==> config.mk <==
export PLATFORM = sky130hd
export DESIGN_NAME = pwm_generator
export DESIGN_NICKNAME = d
export VERILOG_FILES = /design/src/rtl/pwm_generator.sv
export SDC_FILE = /design/constraint.sdc
export NUM_CORES = 1
export LEC_CHECK = 0
export CAP_MARGIN = 20
export CORE_ASPECT_RATIO = 0.5
export CORE_UTILIZATION = 25
export DETAILED_ROUTE_END_ITERATION = 10
export DONT_BUFFER_PORTS = 1
export PLACE_DENSITY = 0.44
export SLEW_MARGIN = 20
export SYNTH_ARGS = -nofsm -noshare
export SYNTH_HDL_FRONTEND = slang
export SYNTH_SLANG_ARGS = --single-unit
==> constraint.sdc <==
create_clock -name clock -period 2.26 [get_ports clock]
set_clock_uncertainty 0.1 [all_clocks]
set_input_delay 0.452 -clock clock [delete_from_list [all_inputs] [get_ports clock]]
set_output_delay 0.452 -clock clock [all_outputs]
set_load 0.02 [all_outputs]
==> src/rtl/pwm_generator.sv <==
// PWM responder: takes ratio/direction updates and applies them only at a
// period wrap, with a dead-time of zero drive before a direction reversal.
//
// Ports:
//   clock, reset_n   clock and asynchronous active-low reset
//   pwm_enable       0 forces pwm_out low and holds the timebase at 0
//   pwm_update       level request to apply pwm_ratio / pwm_direction
//   pwm_ratio        high-time out of 255 (0 off, 255 always on)
//   pwm_direction    requested direction (0 CW, 1 CCW)
//   pwm_done         last request applied and nothing pending
//   pwm_out, dir_out drive pins to the motor driver
//   period_start     one-cycle pulse when the period counter wraps to 0
module pwm_generator #(
  parameter int CLK_DIV      = 4,
  parameter int DEAD_PERIODS = 2
) (
  input  logic       clock,
  input  logic       reset_n,
  input  logic       pwm_enable,
  input  logic       pwm_update,
  input  logic [7:0] pwm_ratio,
  input  logic       pwm_direction,
  output logic       pwm_done,
  output logic       pwm_out,
  output logic       dir_out,
  output logic       period_start
);

  localparam int DW = (CLK_DIV > 1) ? $clog2(CLK_DIV) : 1;
  localparam int TW = $clog2(DEAD_PERIODS + 1);
  localparam logic [DW-1:0] DIV_LAST  = DW'(CLK_DIV - 1);
  localparam logic [TW-1:0] DEAD_INIT = TW'(DEAD_PERIODS);
  localparam logic [7:0]    CNT_LAST  = 8'd254;

  typedef enum logic {
    S_RUN,
    S_DEAD
  } state_t;

  state_t        state_q, state_d;
  logic [DW-1:0] div_q, div_d;
  logic [7:0]    cnt_q, cnt_d;
  logic [7:0]    act_ratio_q, act_ratio_d;
  logic          act_dir_q, act_dir_d;
  logic [7:0]    pnd_ratio_q, pnd_ratio_d;
  logic          pnd_dir_q, pnd_dir_d;
  logic          pending_q, pending_d;
  logic [TW-1:0] dead_q, dead_d;
  logic          pwm_out_q, pwm_out_d;
  logic          dir_out_q, dir_out_d;
  logic          ps_q, ps_d;

  logic tick;
  logic boundary;
  logic apply_ev;
  logic capture;
  logic commit;
  logic enter_dead;

  always_comb begin
    tick     = (div_q == DIV_LAST);
    boundary = pwm_enable & tick & (cnt_q == CNT_LAST);
    // A disabled PWM has no periods to wait for, so updates apply at once.
    apply_ev = boundary | ~pwm_enable;
    capture  = pwm_update & ~pending_q &
               ({pwm_direction, pwm_ratio} != {act_dir_q, act_ratio_q});

    div_d       = div_q;
    cnt_d       = cnt_q;
    state_d     = state_q;
    act_ratio_d = act_ratio_q;
    act_dir_d   = act_dir_q;
    pnd_ratio_d = pnd_ratio_q;
    pnd_dir_d   = pnd_dir_q;
    pending_d   = pending_q;
    dead_d      = dead_q;
    commit      = 1'b0;
    enter_dead  = 1'b0;

    if (!pwm_enable) begin
      div_d = '0;
      cnt_d = '0;
    end else if (tick) begin
      div_d = '0;
      cnt_d = (cnt_q == CNT_LAST) ? 8'd0 : cnt_q + 8'd1;
    end else begin
      div_d = div_q + DW'(1);
    end

    unique case (state_q)
      S_RUN: begin
        if (pending_q && apply_ev) begin
          // Reversal from a stopped motor needs no dead-time.
          if (pnd_dir_q == act_dir_q || act_ratio_q == 8'd0)
            commit = 1'b1;
          else
            enter_dead = 1'b1;
        end
      end
      S_DEAD: begin
        if (!pwm_enable || (boundary && dead_q == TW'(1)))
          commit = 1'b1;
        else if (boundary)
          dead_d = dead_q - TW'(1);
      end
      default: state_d = S_RUN;
    endcase

    if (capture) begin
      pnd_ratio_d = pwm_ratio;
      pnd_dir_d   = pwm_direction;
      pending_d   = 1'b1;
    end
    if (commit) begin
      act_ratio_d = pnd_ratio_q;
      act_dir_d   = pnd_dir_q;
      pending_d   = 1'b0;
      state_d     = S_RUN;
    end
    if (enter_dead) begin
      act_ratio_d = 8'd0;
      dead_d      = DEAD_INIT;
      state_d     = S_DEAD;
    end

    pwm_out_d = pwm_enable & (cnt_q < act_ratio_q);
    dir_out_d = act_dir_q;
    ps_d      = boundary;
  end

  always_ff @(posedge clock or negedge reset_n) begin
    if (!reset_n) begin
      state_q     <= S_RUN;
      div_q       <= '0;
      cnt_q       <= '0;
      act_ratio_q <= '0;
      act_dir_q   <= 1'b0;
      pnd_ratio_q <= '0;
      pnd_dir_q   <= 1'b0;
      pending_q   <= 1'b0;
      dead_q      <= '0;
      pwm_out_q   <= 1'b0;
      dir_out_q   <= 1'b0;
      ps_q        <= 1'b0;
    end else begin
      state_q     <= state_d;
      div_q       <= div_d;
      cnt_q       <= cnt_d;
      act_ratio_q <= act_ratio_d;
      act_dir_q   <= act_dir_d;
      pnd_ratio_q <= pnd_ratio_d;
      pnd_dir_q   <= pnd_dir_d;
      pending_q   <= pending_d;
      dead_q      <= dead_d;
      pwm_out_q   <= pwm_out_d;
      dir_out_q   <= dir_out_d;
      ps_q        <= ps_d;
    end
  end

  assign pwm_done     = ~pending_q;
  assign pwm_out      = pwm_out_q;
  assign dir_out      = dir_out_q;
  assign period_start = ps_q;

endmodule
==> results.md <==
* Status: finished, final reports clean
* Clock root cell: clkbuf_16
* Hold path depth at 1
* HP Class: in2reg
* DIE WIDTH at 125 um
* R2r setup slk at 320 ps
* Avg Synthesized Cell Area at 11.2 um2
* Final min period at 1940 ps
* FF+latch count, synth at 35
* Die Area at 7970 um2
* CTS tree: yes
* Pwr Density at 1180 nW/um2
* Sw Share at 30.8%
* Final hold viol count at 0
* Later-pin clock latency in the skew report at 280 ps
* Critical path launch point type: flop
* Top Ports at 17
* Row count at 22
* TritonCTS Buffers at 5
* Setup Buffers After CTS at 0
* H-tree depth at 2
* Max Cap Viol at 0
* GPL Wtd Cong at 0.711
* Clock sinks at 35
* Largest net degree at the start of global routing at 36
* Worst-path maximum fanout at 8
* # hold bufs at CTS at 2
* Global route overflow at 0
* Syn Inst Count at 169
* Power Internal at 0.00182 W
* Initial Util at 25.8%
* Total Neg Setup Slack at 0 ps
* Worst EP arrival at 2020 ps
* Max-slew headroom at the worst pin at 58.1%
* DR WL/cell at 14.4 um
* Worst Setup End Kind: flop
* Most frequent cells in the layout: dfrtp_1, nand2_1, inv_1
* Post-synth EDFFs at 0
* Estimated wirelength of the detail-placed design at 2900 um
* Yosys warns at 0
* RR Startpoint: cnt_q[0]$_DFFE_PN0P_
* Critical path class: reg2reg
* DR iter-0 viols at 43
* Net Sw Power at 0.000809 W
* Comb power frac at 28.0%
* FF-to-FF End: dead_q[0]$_DFFE_PN0P_
* Layout area overhead at 17.2%
* Layout cells sized above 1 at 15.7%
* CP required at 2330 ps
* Dpl ws at 306 ps
* Max VDD drop at 0.269 mV
* Clock power share at 34.3%
* Leak at 1.00 nW
* Final worst setup slack at 316 ps
* Via density at 4.69
* CTS clk-pin slew, worst paths at 60 ps
* Worst R2R Path Depth at 6
* Nets@finish at 201
* Fin util at 30.3%
* Netlist Area Pre-Place at 1900 um2
* Clock Path Buffers at 2
* Ant diodes at 0
* Synth unique cells at 43
* Buffers added on ports at 0
* Fmax at 514 MHz
* Ys async rst share at 100%
* First-pass DRT Iterations at 4
* Synth Flop Type: dfrtp_1
* Gates resized, CTS repair at 0
* Sequential area share after synthesis at 46.1%
* Least-Margin Pin Slew at 627 ps
* Vias in the first global route at 1,286
* Post-Route WL at 3950 um
* Die height at 63.6 um
* Final Setup Violations at 0
* Min-Delay Endpoint: cnt_q[6]$_DFFE_PN0P_
* Routed Antenna Nets at 0
* Final period utilization at 86.0%
* Core area at 7350 um2
* HP Start: pwm_enable
* Vias after detailed routing at 1,285
* Most common cell after layout, fill and taps aside: dfrtp_1
* Max-slew violation total from the final report at 0
* Initial antenna violation count at 0
* DRC viols at 0
* RSZ-0062 raised after global routing: no
* Overall Global Routing Usage at 11.2%
* Net Count, Synth at 193
* Seq pwr share at 37.7%
* Fillers at 738
* First-pass GRT wire length at 6640 um
-- power by group through the flow --
stage          Clock [W]  Combinational (W)  Sequential (W)
5_1_grt         0.000949           0.000834         0.00102
2_1_floorplan          0           0.000613        0.000957
6_report        0.000901           0.000736        0.000989
3_5_place_dp           0           0.000734         0.00100
4_1_cts         0.000921           0.000755        0.000992
3_3_place_gp           0           0.000720         0.00100
-- Yosys cell counts (all sizes together), types with 3 or more instances --
cell	n	area, um2
o31ai	3	36.3
o211ai	3	27.5
xnor2	10	87.6
nand3	4	20.0
buf	4	35.0
dfrtp	35	876
nand2	18	67.6
inv	15	56.3
nand4	3	33.8
a31oi	5	31.3
nor4	5	37.5
ha	11	138
nand2b	3	18.8
mux2i	10	100
mux2	10	113
a21oi	3	15.0
-- layout make-up --
| type | count | area [um2] | area share, % |
|---|---|---|---|
| well taps | 96 | 120 | 5.40 |
| repair buffers | 5 | 52.6 | 2.36 |
| multi-input cells | 115 | 932 | 41.9 |
| inverters | 15 | 56.3 | 2.53 |
| flip-flops and latches | 35 | 876 | 39.3 |
| clock buffers | 6 | 129 | 5.79 |
| clock inverters | 2 | 60.1 | 2.70 |
-- logic make-up after synthesis --
family	synth area share, %
AND/OR/NAND/NOR	13.0
flip-flops	46.1
AO/OA/AOI/OAI	13.0
multiplexers	11.2
buffers and inverters	4.81
adder cells (fa/ha/maj)	7.25
XOR/XNOR	4.61
-- how the worst max path moves through the flow --
stage	end	slack, ps	startpoint
3_3_place_gp	dead_q[0]$_DFFE_PN0P_	360	cnt_q[0]$_DFFE_PN0P_
6_report	dead_q[0]$_DFFE_PN0P_	320	cnt_q[0]$_DFFE_PN0P_
4_1_cts	dead_q[0]$_DFFE_PN0P_	310	cnt_q[0]$_DFFE_PN0P_
2_1_floorplan	dead_q[0]$_DFFE_PN0P_	450	cnt_q[0]$_DFFE_PN0P_
3_5_place_dp	act_ratio_q[0]$_DFFE_PN0P_	310	cnt_q[0]$_DFFE_PN0P_
5_1_grt	act_ratio_q[5]$_DFFE_PN0P_	160	cnt_q[0]$_DFFE_PN0P_
-- critical path, stage by stage, from the launching register on --
cell,delay (ps)
dfrtp_1,400
inv_1,100
ha_1,150
nand2_1,190
o31ai_4,320
or3b_4,420
a21o_1,160
-- per-stage QoR --
step / std cells / power [W] / hold slack (ps) / cell area [um2]
4_1_cts: 274 / 0.00267 / 187 / 2230
3_3_place_gp: 264 / 0.00172 / 58.0 / 2010
6_report: 274 / 0.00263 / 189 / 2230
2_1_floorplan: 169 / 0.00157 / 56.4 / 1900
3_5_place_dp: 264 / 0.00174 / 57.7 / 2010
5_1_grt: 274 / 0.00280 / 194 / 2230
-- flip-flops by register name, indices dropped and copies added, names as in the netlist --
name,flops
pending_q,1
act_ratio_q,8
pwm_out,1
dir_out,1
dead_q,2
pnd_ratio_q,8
pnd_dir_q,1
period_start,1
div_q,2
state_q,1
act_dir_q,1
cnt_q,8
-- layer usage --
| metal | wire length, um | GRT usage, % | share of wire, % |
|---|---|---|---|
| met1 | 2050 | 14.5 | 52 |
| met5 | 0 | 0 | 0 |
| met3 | 109 | 2.80 | 2.8 |
| met4 | 45 | 5.49 | 1.1 |
| met2 | 1750 | 17.5 | 44 |
Note: power is estimated with default switching activity, not from simulation.
